**config.mk**
```make
export PLATFORM = sky130hd
export DESIGN_NAME = ifetch_buf_flat
export DESIGN_NICKNAME = d
export VERILOG_FILES = /design/src/rtl/ifetch_buf_if.sv /design/src/rtl/ifetch_buf.sv /design/src/flat_wrapper.sv
export SDC_FILE = /design/constraint.sdc
export NUM_CORES = 1
export LEC_CHECK = 0
export CORE_MARGIN = 3
export CORE_UTILIZATION = 55
export CTS_BUF_LIST = sky130_fd_sc_hd__clkbuf_2 sky130_fd_sc_hd__clkbuf_4 sky130_fd_sc_hd__clkbuf_8
export DETAILED_ROUTE_END_ITERATION = 6
export HOLD_SLACK_MARGIN = 0.03
export PLACE_DENSITY = 0.89
export SYNTH_ARGS = -nofsm -noshare
export SYNTH_HDL_FRONTEND = slang
export SYNTH_SLANG_ARGS = --single-unit
```
**constraint.sdc**
```tcl
create_clock -name clk -period 8.2 [get_ports clk]
set_input_delay 1.64 -clock clk [delete_from_list [all_inputs] [get_ports clk]]
set_output_delay 1.64 -clock clk [all_outputs]
set_load 0.02 [all_outputs]
```
**src/rtl/ifetch_buf_if.sv**
```systemverilog
// Fetch-stage bundle: PC register link, instruction memory req/gnt/rvalid bus and decode handshake.
// The id_exc_o signal exists only when IFETCH_MISALIGN_CHK_EN is defined.
interface ifetch_buf_if #(
    parameter int ADDR_WIDTH = 32,
    parameter int INST_WIDTH = 32
);
    logic [ADDR_WIDTH-1:0] pc_addr_i;
    logic                  jump_en_i;
    logic                  pc_stall_o;
    logic                  imem_req_o;
    logic [ADDR_WIDTH-1:0] imem_addr_o;
    logic                  imem_gnt_i;
    logic                  imem_rvalid_i;
    logic [INST_WIDTH-1:0] imem_rdata_i;
    logic                  id_valid_o;
    logic                  id_ready_i;
    logic [ADDR_WIDTH-1:0] id_pc_o;
    logic [INST_WIDTH-1:0] id_inst_o;
`ifdef IFETCH_MISALIGN_CHK_EN
    logic                  id_exc_o;
`endif

    modport slave (
        input  pc_addr_i, jump_en_i, imem_gnt_i, imem_rvalid_i, imem_rdata_i, id_ready_i,
`ifdef IFETCH_MISALIGN_CHK_EN
        output id_exc_o,
`endif
        output pc_stall_o, imem_req_o, imem_addr_o, id_valid_o, id_pc_o, id_inst_o
    );

    modport master (
        output pc_addr_i, jump_en_i, imem_gnt_i, imem_rvalid_i, imem_rdata_i, id_ready_i,
`ifdef IFETCH_MISALIGN_CHK_EN
        input  id_exc_o,
`endif
        input  pc_stall_o, imem_req_o, imem_addr_o, id_valid_o, id_pc_o, id_inst_o
    );
endinterface

```
**src/rtl/ifetch_buf.sv**
```systemverilog
// Instruction fetch buffer: credit-limited req/gnt fetch, in-order response FIFO to decode,
// stale-response discard on jump. Optional misaligned-PC trap: define IFETCH_MISALIGN_CHK_EN.
module ifetch_buf #(
    parameter int ADDR_WIDTH = 32,
    parameter int INST_WIDTH = 32,
    parameter int DEPTH      = 4
) (
    input logic        clk,
    input logic        rst,
    ifetch_buf_if.slave bus
);
    localparam int PW = $clog2(DEPTH);
    localparam int CW = PW + 1;
    localparam logic [INST_WIDTH-1:0] NOP = INST_WIDTH'(32'h0000_0013);

    logic [ADDR_WIDTH-1:0] r_tag_mem  [DEPTH];
    logic [ADDR_WIDTH-1:0] r_pc_mem   [DEPTH];
    logic [INST_WIDTH-1:0] r_inst_mem [DEPTH];

    logic [PW-1:0] r_tag_wr, r_tag_rd, r_wr, r_rd;
    logic [CW-1:0] r_count, r_outstanding, r_discard;

    logic [CW:0]           w_used;
    logic                  w_credit, w_misalign, w_exc_push;
    logic                  w_req, w_accept, w_rsp_keep, w_push, w_valid, w_pop;
    logic [ADDR_WIDTH-1:0] w_push_pc;
    logic [INST_WIDTH-1:0] w_push_inst;

    // Buffered and in-flight fetches (including ones to be discarded) share the credit pool.
    assign w_used   = {1'b0, r_count} + {1'b0, r_outstanding};
    assign w_credit = w_used < (CW + 1)'(DEPTH);

`ifdef IFETCH_MISALIGN_CHK_EN
    logic r_exc_sent;
    logic r_exc_mem [DEPTH];

    // The trap entry waits for the pipe to drain so it stays in program order, and is sent once.
    assign w_misalign = |bus.pc_addr_i[1:0];
    assign w_exc_push = !rst && !bus.jump_en_i && w_misalign && !r_exc_sent
                        && (r_outstanding == '0) && w_credit;
`else
    assign w_misalign = 1'b0;
    assign w_exc_push = 1'b0;
`endif

    assign w_req       = !rst && !bus.jump_en_i && w_credit && !w_misalign;
    assign w_accept    = w_req && bus.imem_gnt_i;
    assign w_rsp_keep  = bus.imem_rvalid_i && !bus.jump_en_i && (r_discard == '0);
    assign w_push      = w_rsp_keep || w_exc_push;
    assign w_valid     = r_count != '0;
    assign w_pop       = w_valid && bus.id_ready_i && !bus.jump_en_i;
    assign w_push_pc   = w_exc_push ? bus.pc_addr_i : r_tag_mem[r_tag_rd];
    assign w_push_inst = w_exc_push ? NOP : bus.imem_rdata_i;

    assign bus.imem_req_o  = w_req;
    assign bus.imem_addr_o = bus.pc_addr_i;
    assign bus.pc_stall_o  = !w_accept;
    assign bus.id_valid_o  = w_valid;
    assign bus.id_pc_o     = w_valid ? r_pc_mem[r_rd] : '0;
    assign bus.id_inst_o   = w_valid ? r_inst_mem[r_rd] : NOP;

    always_ff @(posedge clk) begin
        if (w_accept) begin
            r_tag_mem[r_tag_wr] <= bus.pc_addr_i;
        end
        if (w_push) begin
            r_pc_mem[r_wr]   <= w_push_pc;
            r_inst_mem[r_wr] <= w_push_inst;
        end
    end

    always_ff @(posedge clk) begin
        if (rst) begin
            r_tag_wr      <= '0;
            r_tag_rd      <= '0;
            r_wr          <= '0;
            r_rd          <= '0;
            r_count       <= '0;
            r_outstanding <= '0;
            r_discard     <= '0;
        end else if (bus.jump_en_i) begin
            // Every fetch still in flight belongs to the old path; their tags are dead too.
            r_tag_rd      <= r_tag_wr;
            r_wr          <= '0;
            r_rd          <= '0;
            r_count       <= '0;
            r_outstanding <= r_outstanding - CW'(bus.imem_rvalid_i);
            r_discard     <= r_outstanding - CW'(bus.imem_rvalid_i);
        end else begin
            if (w_accept)   r_tag_wr <= r_tag_wr + 1'b1;
            if (w_rsp_keep) r_tag_rd <= r_tag_rd + 1'b1;
            if (w_push)     r_wr     <= r_wr + 1'b1;
            if (w_pop)      r_rd     <= r_rd + 1'b1;
            if (bus.imem_rvalid_i && (r_discard != '0)) begin
                r_discard <= r_discard - 1'b1;
            end
            r_outstanding <= r_outstanding + CW'(w_accept) - CW'(bus.imem_rvalid_i);
            r_count       <= r_count + CW'(w_push) - CW'(w_pop);
        end
    end

`ifdef IFETCH_MISALIGN_CHK_EN
    always_ff @(posedge clk) begin
        if (w_push) begin
            r_exc_mem[r_wr] <= w_exc_push;
        end
    end

    always_ff @(posedge clk) begin
        if (rst || bus.jump_en_i) begin
            r_exc_sent <= 1'b0;
        end else if (w_exc_push) begin
            r_exc_sent <= 1'b1;
        end
    end

    assign bus.id_exc_o = w_valid && r_exc_mem[r_rd];
`endif
endmodule

```
**src/flat_wrapper.sv**
```systemverilog
// flat-port wrapper written by rule: the top's interface ports become plain ports
module ifetch_buf_flat 
#(
    parameter int ADDR_WIDTH = 32,
    parameter int INST_WIDTH = 32,
    parameter int DEPTH      = 4
)
  (clk, rst, bus_pc_addr_i, bus_jump_en_i, bus_imem_gnt_i, bus_imem_rvalid_i, bus_imem_rdata_i, bus_id_ready_i, bus_pc_stall_o, bus_imem_req_o, bus_imem_addr_o, bus_id_valid_o, bus_id_pc_o, bus_id_inst_o);
  ifetch_buf_if #(.ADDR_WIDTH(ADDR_WIDTH), .INST_WIDTH(INST_WIDTH)) bus_i ();
  input logic clk;
  input logic rst;
  input wire logic [$bits(bus_i.pc_addr_i)-1:0] bus_pc_addr_i;
  input wire logic [$bits(bus_i.jump_en_i)-1:0] bus_jump_en_i;
  input wire logic [$bits(bus_i.imem_gnt_i)-1:0] bus_imem_gnt_i;
  input wire logic [$bits(bus_i.imem_rvalid_i)-1:0] bus_imem_rvalid_i;
  input wire logic [$bits(bus_i.imem_rdata_i)-1:0] bus_imem_rdata_i;
  input wire logic [$bits(bus_i.id_ready_i)-1:0] bus_id_ready_i;
  output wire logic [$bits(bus_i.pc_stall_o)-1:0] bus_pc_stall_o;
  output wire logic [$bits(bus_i.imem_req_o)-1:0] bus_imem_req_o;
  output wire logic [$bits(bus_i.imem_addr_o)-1:0] bus_imem_addr_o;
  output wire logic [$bits(bus_i.id_valid_o)-1:0] bus_id_valid_o;
  output wire logic [$bits(bus_i.id_pc_o)-1:0] bus_id_pc_o;
  output wire logic [$bits(bus_i.id_inst_o)-1:0] bus_id_inst_o;
  assign bus_i.pc_addr_i = bus_pc_addr_i;
  assign bus_i.jump_en_i = bus_jump_en_i;
  assign bus_i.imem_gnt_i = bus_imem_gnt_i;
  assign bus_i.imem_rvalid_i = bus_imem_rvalid_i;
  assign bus_i.imem_rdata_i = bus_imem_rdata_i;
  assign bus_i.id_ready_i = bus_id_ready_i;
  assign bus_pc_stall_o = bus_i.pc_stall_o;
  assign bus_imem_req_o = bus_i.imem_req_o;
  assign bus_imem_addr_o = bus_i.imem_addr_o;
  assign bus_id_valid_o = bus_i.id_valid_o;
  assign bus_id_pc_o = bus_i.id_pc_o;
  assign bus_id_inst_o = bus_i.id_inst_o;
  ifetch_buf #(.ADDR_WIDTH(ADDR_WIDTH), .INST_WIDTH(INST_WIDTH), .DEPTH(DEPTH)) u_core (.clk(clk), .rst(rst), .bus(bus_i));
endmodule
```
# == Word level (Yosys, flattened, before mapping) ==
# Memory sizes are Yosys's and may differ from the RTL's. A register that Yosys moved wholly into a read port is not among the register bits.
# Index checks and enable logic that the tools add are counted.
# totals
register_bits,17
latch_bits,0
ramBits,384
mem_bits_ro,0
output_inout_bits,99
elab_cells,58
mem_count,3
# op_classes
n_addsub,11
mul,0
div,0
n_lt_le_gt_ge,1
eq_ne,0
n_shift,0
muxes,17
n_bitwise,1
n_reduce_logical,18
# memory_table
name,words,word_bits,read_ports,rd_clocked_by_memory_dff,wr,line,text
u_core.r_inst_mem,4,32,1,1,1,ifetch_buf.sv:18,logic [INST_WIDTH-1:0] r_inst_mem [DEPTH];
u_core.r_pc_mem,4,32,1,1,1,ifetch_buf.sv:17,logic [ADDR_WIDTH-1:0] r_pc_mem [DEPTH];
u_core.r_tag_mem,4,32,1,1,1,ifetch_buf.sv:16,logic [ADDR_WIDTH-1:0] r_tag_mem [DEPTH];
# op_table
op,count
2-to-1 mux 32 bit,2
2-to-1 mux 2 bit,8
2-to-1 mux 3 bit,3
subtractor 3 x 1 -> 3 bit,3
"adder 2 x 1 -> 2 bit, second input constant",4
logical AND 1 bit,8
adder 3 x 1 -> 3 bit,2
nonzero test 3 bit,2
adder 3 x 3 -> 4 bit,1
"less-than comparator 4 x 3 -> 1 bit, second input constant",1
2-to-1 mux 1 bit,4
nonzero test 2 bit,2
zero test 1 bit,3
zero test 3 bit,1
"subtractor 3 x 1 -> 3 bit, second input constant",1
AND reduction 2 bit,1
OR reduction 2 bit,1
inverter 1 bit,1

# == Longest topological paths before layout ==
# Gate-level depths: netlist of run 1.
# depth
word_depth,7
mapped_depth,9
depth_no_buf,9

# == Least setup slack after synthesis of run 1 ==
# No wires, ideal clock.
# synth_timing
path_kind,input -> register
from,input bus_imem_rvalid_i
to,"memory u_core.r_inst_mem[0][0], enable pin"
t_arrival_ns,3.568
path_slack_ns,4.203
path_stages,3
cell_sequence,nand3b_1 > nor2_1 > and2_1
# synth_via
elab_chain_len,4
# synth_lines
element,line,text
from (decl),flat_wrapper.sv:15,input wire logic [$bits(bus_i.imem_rvalid_i)-1:0] bus_imem_rvalid_i;
logical AND 1 bit (2 in series),ifetch_buf.sv:48,assign w_rsp_keep = bus.imem_rvalid_i && !bus.jump_en_i && (r_discard == '0);
named net u_core.w_push,ifetch_buf.sv:25,"logic w_req, w_accept, w_rsp_keep, w_push, w_valid, w_pop;"
2-to-1 mux 1 bit,ifetch_buf.sv:66,if (w_push) begin
2-to-1 mux 1 bit (implied by the code),ifetch_buf.sv:68,r_inst_mem[r_wr] <= w_push_inst;
to (decl),ifetch_buf.sv:18,
# The timed path passes the listed nets, and every way through them passes these cells.

==> results.ini, run 1 <==
[detailed_routing]
drt-initial-drc-count=646
vias=7279
ant_nets=0
remaining_drc_errors=0
first_pass_iters=5
via_per_inst=5.49
drt-total-wl_um=28700
wl_per_cell_um=21.6

[clocking]
root_buffer=clkbuf_8
cts.repair_timing.setup_buffer_count=0
clock_latency_ps=600
clockBufferDepth=3
cts_resized=0
cts_made_buffers=59
cts_tree=yes
clk_pin_slew_ps=60
cts-hold-fix-buffers=0
htreeDepth=2
cts.sinks=405

[yosys]
synth_warnings=0
synth_fp_nets=822
ys_types=41
synthTopCellsByArea=edfxtp_1 73%, mux4_2 13%, and2_1 2.8%
synth_top_area_share_pct=73.1
avgSynthCellArea_sq_um=21.5
synth_edf_count=384
ys_seq_elements=405
syn_area_sq_um=15800
postSynth.asyncResetShare_pct=0
ys_seq_area_share_pct=75.8
synth_largest_area_cell=edfxtp_1
synth_flop_cell=edfxtp_1
syn_inst=732

[worst_setup_path]
reg2reg_slack_ps=5620
worstPathArrival_ps=3510
crit_path_end_kind=output port
rr_endpoint=u_core.r_tag_mem[0][12]
path_class=reg -> out
start_kind=flip-flop
r2r_cells=5
critPathMaxFanout=38
cp.required_ps=6560
r2r_start=u_core.r_count[2]

[placed_design]
place_hpwl_um=15900
portBuffers=168
post-place-ws_ps=3050
gp_congestion=0.722

[sta]
period_share_pct=62.7
whs_ps=525
slew_headroom_pct=30.2
setup_violations=0
hold_viol=0
fin_tns_setup_ps=0
fin_crit_ps=5150
drv_slew=0
fin_ws_ps=3050
fmax_mhz=194
fin_worst_skew_ps=25.7
tightest_slew_ps=1050
rsz0062_at_grt=false

[finish]
layout.nets=991
area_growth_pct=18.5
fill_cells=1782
most-common-layout-cells=384 x edfxtp_1, 168 x clkdlybuf4s50_1, 93 x mux4_2
drive_above_1_share_pct=21.5
final_common_cell=edfxtp_1

[global_route]
grt_pass1_vias=8005
grt_max_degree=65
grt_util_all_layers_pct=18.8
overflow=0
antenna_found_initial=1
grt_pass1_wl_um=44500

[pwr]
powerDensity_nw_per_um2=228
peakVddDrop_mv=0.116
leakagePower_nw=5.99

[run]
cap_violations=0

[die]
dieHeight_um=175
ios=169
dieWidth_um=175
rows=61
die_area_sq_um=30700
core_area_sq_um=28000
initial_utilization_pct=56.3

[min_path]
hp-class=reg -> reg
hold_depth=1
min-delay-start=u_core.r_tag_wr[0]
hold_path_end=u_core.r_tag_wr[0]

[status]
run_status=completed

==> cells by family after synthesis <==
| family | share of synthesized area (%) |
|---|---|
| simple gates | 3.82 |
| xor+xnor | 0.500 |
| compound gates | 0.730 |
| flops | 75.8 |
| fa+ha+maj | 1.68 |
| mux | 14.1 |
| buf+inv | 3.44 |
==> worst max-delay path by stage <==
stage,startpoint,to,depth (start not counted)
4_1_cts,flip-flop,bus_id_inst_o[0],4
3_3_place_gp,bus_jump_en_i,bus_pc_stall_o,4
3_5_place_dp,bus_jump_en_i,bus_pc_stall_o,4
6_report,flip-flop,bus_id_inst_o[0],4
5_1_grt,flip-flop,bus_id_inst_o[0],4
2_1_floorplan,bus_imem_rvalid_i,u_core.r_inst_mem[0][0],3
==> final cells by class <==
cell class                 instances  area [sq um]  area share, %
antenna                            1          2.50         0.0134
clock buffer                      73           917           4.91
clock inverter                    33           278           1.49
inverter                          16          60.1          0.321
multi-input combinational        248          3290           17.6
sequential                       405         12000           64.0
tap                              378           473           2.53
timing repair buffer             171          1700           9.12
==> metrics by stage <==
step	cell area, sq um	total power [mW]	util, %	cells
floorplan	15800	2.56	-	732
global placement	17500	2.67	62.4	1218
detailed placement	17500	2.69	62.4	1218
CTS	18700	4.29	66.7	1324
global route	18700	4.41	66.7	1325
finish	18700	4.25	66.7	1325
==> per-layer routing <==
layer	vias to the layer above	routed length (um)	track usage [%]
met5	-	0	0
met4	0	596	5.82
met3	49	1550	3.39
met2	244	15100	32.7
met1	3731	11400	24.6
li1	3255	-	-
==> cells in the mapped netlist (6+ instances only) <==
cell type,instances
xnor2_1,6
clkbuf_1,11
and2_1,71
a21oi_1,6
edfxtp_1,384
buf_12,6
mux4_2,93
buf_2,6
inv_1,16
dfxtp_1,21
ha_1,18
nor2_1,12
buf_4,35
==> report_power, final <==
| part | total [mW] | leakage [nW] | internal (mW) | switching (mW) |
|---|---|---|---|---|
| registers | 2.34 | 3.64 | 2.32 | 0.0205 |
| logic | 0.297 | 1.72 | 0.144 | 0.153 |
| clock network | 1.61 | 0.633 | 0.894 | 0.720 |
| total | 4.25 | 5.99 | 3.36 | 0.893 |
==> critical path: stages (launching register included) <==
cell and delay [ps]:
dfxtp_4 870, buf_4 610, mux4_2 560, or2_2 300, clkdlybuf4s50_1 550
==> registers in the layout (all words and copies together), names as in the netlist, 3 cells and up, named ones only <==
| signal | flops |
|---|---|
| u_core.r_tag_mem | 128 |
| u_core.r_count | 3 |
| u_core.r_discard | 3 |
| u_core.r_outstanding | 3 |
| u_core.r_inst_mem | 128 |
| u_core.r_pc_mem | 128 |
No activity file was read; power rests on OpenSTA's default activity.
==> run 2: changes to the inputs <==
==> constraint.sdc (replaced) <==
create_clock -name clk -period 4.9 [get_ports clk]
set_input_delay 0.98 -clock clk [delete_from_list [all_inputs] [get_ports clk]]
set_output_delay 0.98 -clock clk [all_outputs]
set_load 0.02 [all_outputs]
==> results.ini, run 2 (synthesis gave the netlist of run 1 again) <==
[finish]
area_growth_pct=18.4  ; about the same
fill_cells=1768  ; -0.79%
final_common_cell=edfxtp_1
drive_above_1_share_pct=22.4  ; +0.89 points
most-common-layout-cells=384 x edfxtp_1, 168 x clkdlybuf4s50_1, 93 x mux4_2
layout.nets=994  ; +0.30%
antenna_cells=0  ; -1
reg_top3=u_core.r_inst_mem (128), u_core.r_pc_mem (128), u_core.r_tag_mem (128)

[worst_setup_path]
worstPathCellList=buf_4 > mux4_1 > or2_1 > clkdlybuf4s50_1
start_kind=flip-flop
path_class=reg -> out
cp.required_ps=3920  ; -2640 ps
cp_top_family=buffers and inverters
critPathMaxFanout=27  ; -29%
crit_path_end_kind=output port
path_buf_inv=2  ; unchanged
worstPathArrival_ps=3070  ; -440 ps
slowest_delay_ps=690  ; -180 ps
cpMaxStageDelayCell=dfxtp_4

[placed_design]
post-place-ws_ps=1060  ; -1990 ps
gp_congestion=0.756  ; +4.7%
portBuffers=168  ; unchanged
place_hpwl_um=16800  ; +5.2%

[detailed_routing]
drt-initial-drc-count=561  ; -13%
wl_per_cell_um=22.0  ; +1.5%
remaining_drc_errors=0  ; unchanged
ant_nets=0  ; unchanged
first_pass_iters=5  ; unchanged
via_per_inst=5.53  ; +0.59%
drt-total-wl_um=29200  ; +2.0%
vias=7355  ; +1.0%

[global_route]
grt_max_degree=65  ; unchanged
grt_pass1_vias=8095  ; +1.1%
grt_util_all_layers_pct=19.3  ; +0.47 points
grt_pass1_wl_um=45300  ; +1.8%
overflow=0  ; unchanged
antenna_found_initial=0  ; -1

[clocking]
clockBufferDepth=3  ; unchanged
cts.repair_timing.setup_buffer_count=0  ; unchanged
cts_tree=yes
cts_resized=0  ; unchanged
root_buffer=clkbuf_8
cts.sinks=405  ; unchanged
cts-hold-fix-buffers=0  ; unchanged
htreeDepth=2  ; unchanged
cts_made_buffers=61  ; +3.4%
clock_latency_ps=580  ; -20 ps
clk_pin_slew_ps=60  ; about the same

[die]
rows=61  ; unchanged
ios=169  ; unchanged
die_area_sq_um=30700  ; unchanged
core_area_sq_um=28000  ; unchanged
dieHeight_um=175  ; unchanged
dieWidth_um=175  ; unchanged
initial_utilization_pct=56.3  ; unchanged

[pwr]
powerDensity_nw_per_um2=376  ; +65%
peakVddDrop_mv=0.195  ; +68%
leakagePower_nw=6.00  ; +0.21%
design_power_total_mw=7.02  ; +65%

[sta]
period_share_pct=82.6
drv_slew=0  ; unchanged
fmax_mhz=247
hold_viol=0  ; unchanged
tightest_slew_ps=1040  ; -8.09 ps
slew_headroom_pct=30.7  ; +0.44 points
setup_violations=0  ; unchanged
fin_ws_ps=853  ; -2200 ps
fin_worst_skew_ps=30.1  ; +4.44 ps
fin_tns_setup_ps=0  ; unchanged
rsz0062_at_grt=false
fin_crit_ps=4050

[min_path]
hp-class=reg -> reg

[run]
cap_violations=0  ; unchanged

[status]
run_status=completed

[run 2: cell type report]
cell class              count  area, sq um  share of cell area, %
inverters                  16         60.1                  0.322
clock buffers              90         1080                   5.79
multi-input cells         248         3290                   17.6
clock inverters            22         97.6                  0.522
flip-flops and latches    405        12000                   64.0
well taps                 378          473                   2.53
repair buffers            172         1710                   9.16
[run 2: worst reg2reg max path: stages (launching register included)]
cell	delay, ps
dfxtp_1	420
ha_1	260
nor3_1	240
nand4_1	280
inv_1	200
and2_2	770
[run 2: final timing paths]
kind,endpoint,slack [ps],start,depth (start not counted)
max,bus_id_inst_o[1],850,flip-flop,4
min,u_core.r_tag_wr[0],520,u_core.r_tag_wr[0],1
max reg2reg,u_core.r_tag_mem[3][12],2320,u_core.r_outstanding[2],5
min reg2reg,u_core.r_tag_wr[0],520,u_core.r_tag_wr[0],1
[run 2: report_power, final]
group          switching [mW]  internal, mW  total (mW)
clock network            1.19          1.41        2.60
registers              0.0346          3.89        3.92
logic                   0.261         0.241       0.502
[run 2: per-layer routing]
metal,vias up,track usage [%],wire length (um)
met1,3764,24.3,11400
met2,282,34.1,15400
met5,-,0,0
met4,0,6.55,767
li1,3253,-,-
met3,56,3.55,1630
[run 2: stage by stage]
| stage | cells | util [%] | cell area [sq um] | hold slack, ps |
|---|---|---|---|---|
| floorplan | 732 | - | 15800 | 469 |
| global placement | 1219 | 62.5 | 17500 | 500 |
| detailed placement | 1219 | 62.5 | 17500 | 514 |
| CTS | 1331 | 66.7 | 18700 | 530 |
| global route | 1331 | 66.7 | 18700 | 574 |
| finish | 1331 | 66.7 | 18700 | 523 |
==> run 3: changes to the inputs <==
--- a/config.mk
+++ b/config.mk
@@ -6,7 +6,7 @@
 export NUM_CORES = 1
 export LEC_CHECK = 0
 export CORE_MARGIN = 3
-export CORE_UTILIZATION = 55
+export CORE_UTILIZATION = 53
 export CTS_BUF_LIST = sky130_fd_sc_hd__clkbuf_2 sky130_fd_sc_hd__clkbuf_4 sky130_fd_sc_hd__clkbuf_8
 export DETAILED_ROUTE_END_ITERATION = 6
 export HOLD_SLACK_MARGIN = 0.03
==> constraint.sdc (replaced) <==
create_clock -name clk -period 3.3 [get_ports clk]
set_input_delay 0.66 -clock clk [delete_from_list [all_inputs] [get_ports clk]]
set_output_delay 0.66 -clock clk [all_outputs]
set_load 0.02 [all_outputs]
==> results.ini, run 3 (synthesis gave the netlist of run 1 again) <==
[status]
run_status=completed

[detailed_routing]
drt-initial-drc-count=593  ; +5.7%
vias=7470  ; +1.6%
ant_nets=0  ; unchanged
first_pass_iters=4  ; -1
wl_per_cell_um=22.1  ; +0.86%
drt-total-wl_um=30000  ; +2.8%
remaining_drc_errors=0  ; unchanged
via_per_inst=5.51  ; -0.31%

[global_route]
grt_max_degree=54  ; -17%
grt_pass1_vias=7921  ; -2.1%
grt_util_all_layers_pct=18.8  ; -0.51 points
overflow=0  ; unchanged
antenna_found_initial=0  ; unchanged
grt_pass1_wl_um=45000  ; -0.76%

[finish]
antenna_cells=0  ; unchanged
final_common_cell=edfxtp_1
postLayoutCoreUtil_pct=66.1  ; -0.63 points
fill_cells=1864  ; +5.4%
layout.nets=1019  ; +2.5%
reg_top3=u_core.r_inst_mem (128), u_core.r_pc_mem (128), u_core.r_tag_mem (128)
drive_above_1_share_pct=23.0  ; +0.69 points
most-common-layout-cells=384 x edfxtp_1, 138 x clkdlybuf4s50_1, 93 x mux4_2
ff_latch_area_sq_um=12000  ; unchanged
multi_input_area_sq_um=3300  ; +0.15%
area_growth_pct=21.5

[pwr]
powerDensity_nw_per_um2=542  ; +44%
peakVddDrop_mv=0.391  ; +100%
leakagePower_nw=6.58  ; +9.6%

[sta]
slew_headroom_pct=42.4  ; +12 points
hold_viol=0  ; unchanged
whs_ps=535  ; +12.4 ps
fin_tns_setup_ps=0  ; unchanged
drv_slew=0  ; unchanged
setup_violations=0  ; unchanged
tightest_slew_ps=864  ; -174 ps
fmax_mhz=311
period_share_pct=97.3
fin_crit_ps=3210
fin_worst_skew_ps=25.3  ; -4.82 ps

[worst_setup_path]
reg2reg_slack_ps=710  ; -1610 ps
cp.required_ps=2640  ; -1280 ps
r2r_start=u_core.r_count[1]
worstPathArrival_ps=2550  ; -520 ps
crit_path_end_kind=output port
rr_endpoint=u_core.r_outstanding[2]
critPathMaxFanout=18  ; -33%
worstPathCellList=buf_16 > mux4_2 > and2_1 > clkdlybuf4s50_1
slowest_delay_ps=550  ; -140 ps
start_kind=flip-flop
path_class=reg -> out
cpMaxStageDelayCell=clkdlybuf4s50_1
r2r_cells=9  ; +4

[min_path]
hold_depth=1  ; unchanged
hp-class=reg -> reg
hold_path_end=u_core.r_tag_wr[0]
min-delay-start=u_core.r_tag_wr[0]

[clocking]
cts.sinks=405  ; unchanged
root_buffer=clkbuf_8
htreeDepth=2  ; unchanged
clockBufferDepth=3  ; unchanged
cts_tree=yes
cts-hold-fix-buffers=0  ; unchanged
clock_latency_ps=590  ; about the same
cts_made_buffers=59  ; -3.3%
clk_pin_slew_ps=60  ; about the same

[run]
cap_violations=0  ; unchanged

[die]
die_area_sq_um=31900  ; +3.6%
rows=62  ; +1.6%
core_area_sq_um=29000  ; +3.6%
dieHeight_um=179  ; +1.8%
dieWidth_um=179  ; +1.8%
ios=169  ; unchanged
initial_utilization_pct=54.4  ; -1.9 points

[placed_design]
place_hpwl_um=18200  ; +8.3%
gp_congestion=0.774  ; +2.5%
portBuffers=168  ; unchanged

run 3: cell types whose count changed in the layout (fill, tap and decap cells not counted), moves of 3 or more:
| cell | change |
|---|---|
| clkbuf_4 | -17 |
| dlygate4sd2_1 | +7 |
| bufinv_16 | +3 |
| buf_4 | +7 |
| clkinv_1 | +9 |
| dlymetal6s2s_1 | +23 |
| clkdlybuf4s50_1 | -30 |
| clkbuf_8 | -6 |
| buf_12 | +16 |
| buf_16 | +3 |
run 3: power breakdown:
part,switching [mW],internal [mW]
Clock,1.79,2.00
Sequential,0.0603,5.77
Combinational,0.395,0.382
run 3: per-stage QoR:
step                      area (sq um)  power [mW]  worst slack (ps)  instances
after floorplan                  15800        6.36               283        732
after global placement           17900        6.68               291       1244
after detailed placement         17900        6.71               261       1244
after CTS                        19000        10.5             -9.54       1349
after global routing             19200        10.8             -2.95       1356
final                            19200        10.4              88.2       1356
run 3: critical path: cells and delay by family (launching register included):
family        cells  cell delay [ps]
buf+inv           2              760
simple gates      1              180
mux               1              540
flops             1              470
run 3: cell type report:
class | count | share of cell area (%)
inverter | 16 | 0.313
clock inverter | 37 | 1.31
clock buffer | 67 | 4.55
timing repair buffer | 199 | 11.7
sequential | 405 | 62.4
tap | 384 | 2.51
multi-input combinational | 248 | 17.2
run 3: worst max path at each step:
| stage | slack, ps | to | from | cells past startpoint |
|---|---|---|---|---|
| after global routing | -3 | bus_id_pc_o[19] | flip-flop | 4 |
| final | 90 | bus_id_pc_o[21] | flip-flop | 4 |
| after detailed placement | 260 | u_core.r_outstanding[2] | bus_imem_rvalid_i | 8 |
| after CTS | -10 | bus_id_inst_o[1] | flip-flop | 4 |
| after global placement | 290 | u_core.r_outstanding[2] | bus_imem_rvalid_i | 8 |
| after floorplan | 280 | u_core.r_inst_mem[0][0] | bus_imem_rvalid_i | 3 |
run 3: per-layer routing:
layer	vias to the layer above	GRT usage [%]	routed length [um]
li1	3311	-	-
met1	3829	25.5	12300
met2	280	31.7	15500
met3	50	3.11	1600
met4	0	5.75	586
met5	-	0	0
run 3: timing repair:
item,CTS,global route
cloned,1,1
buffers inserted,0,6
pin swaps,0,0
setup endpoints to repair,33,22
gates resized for setup,11,23
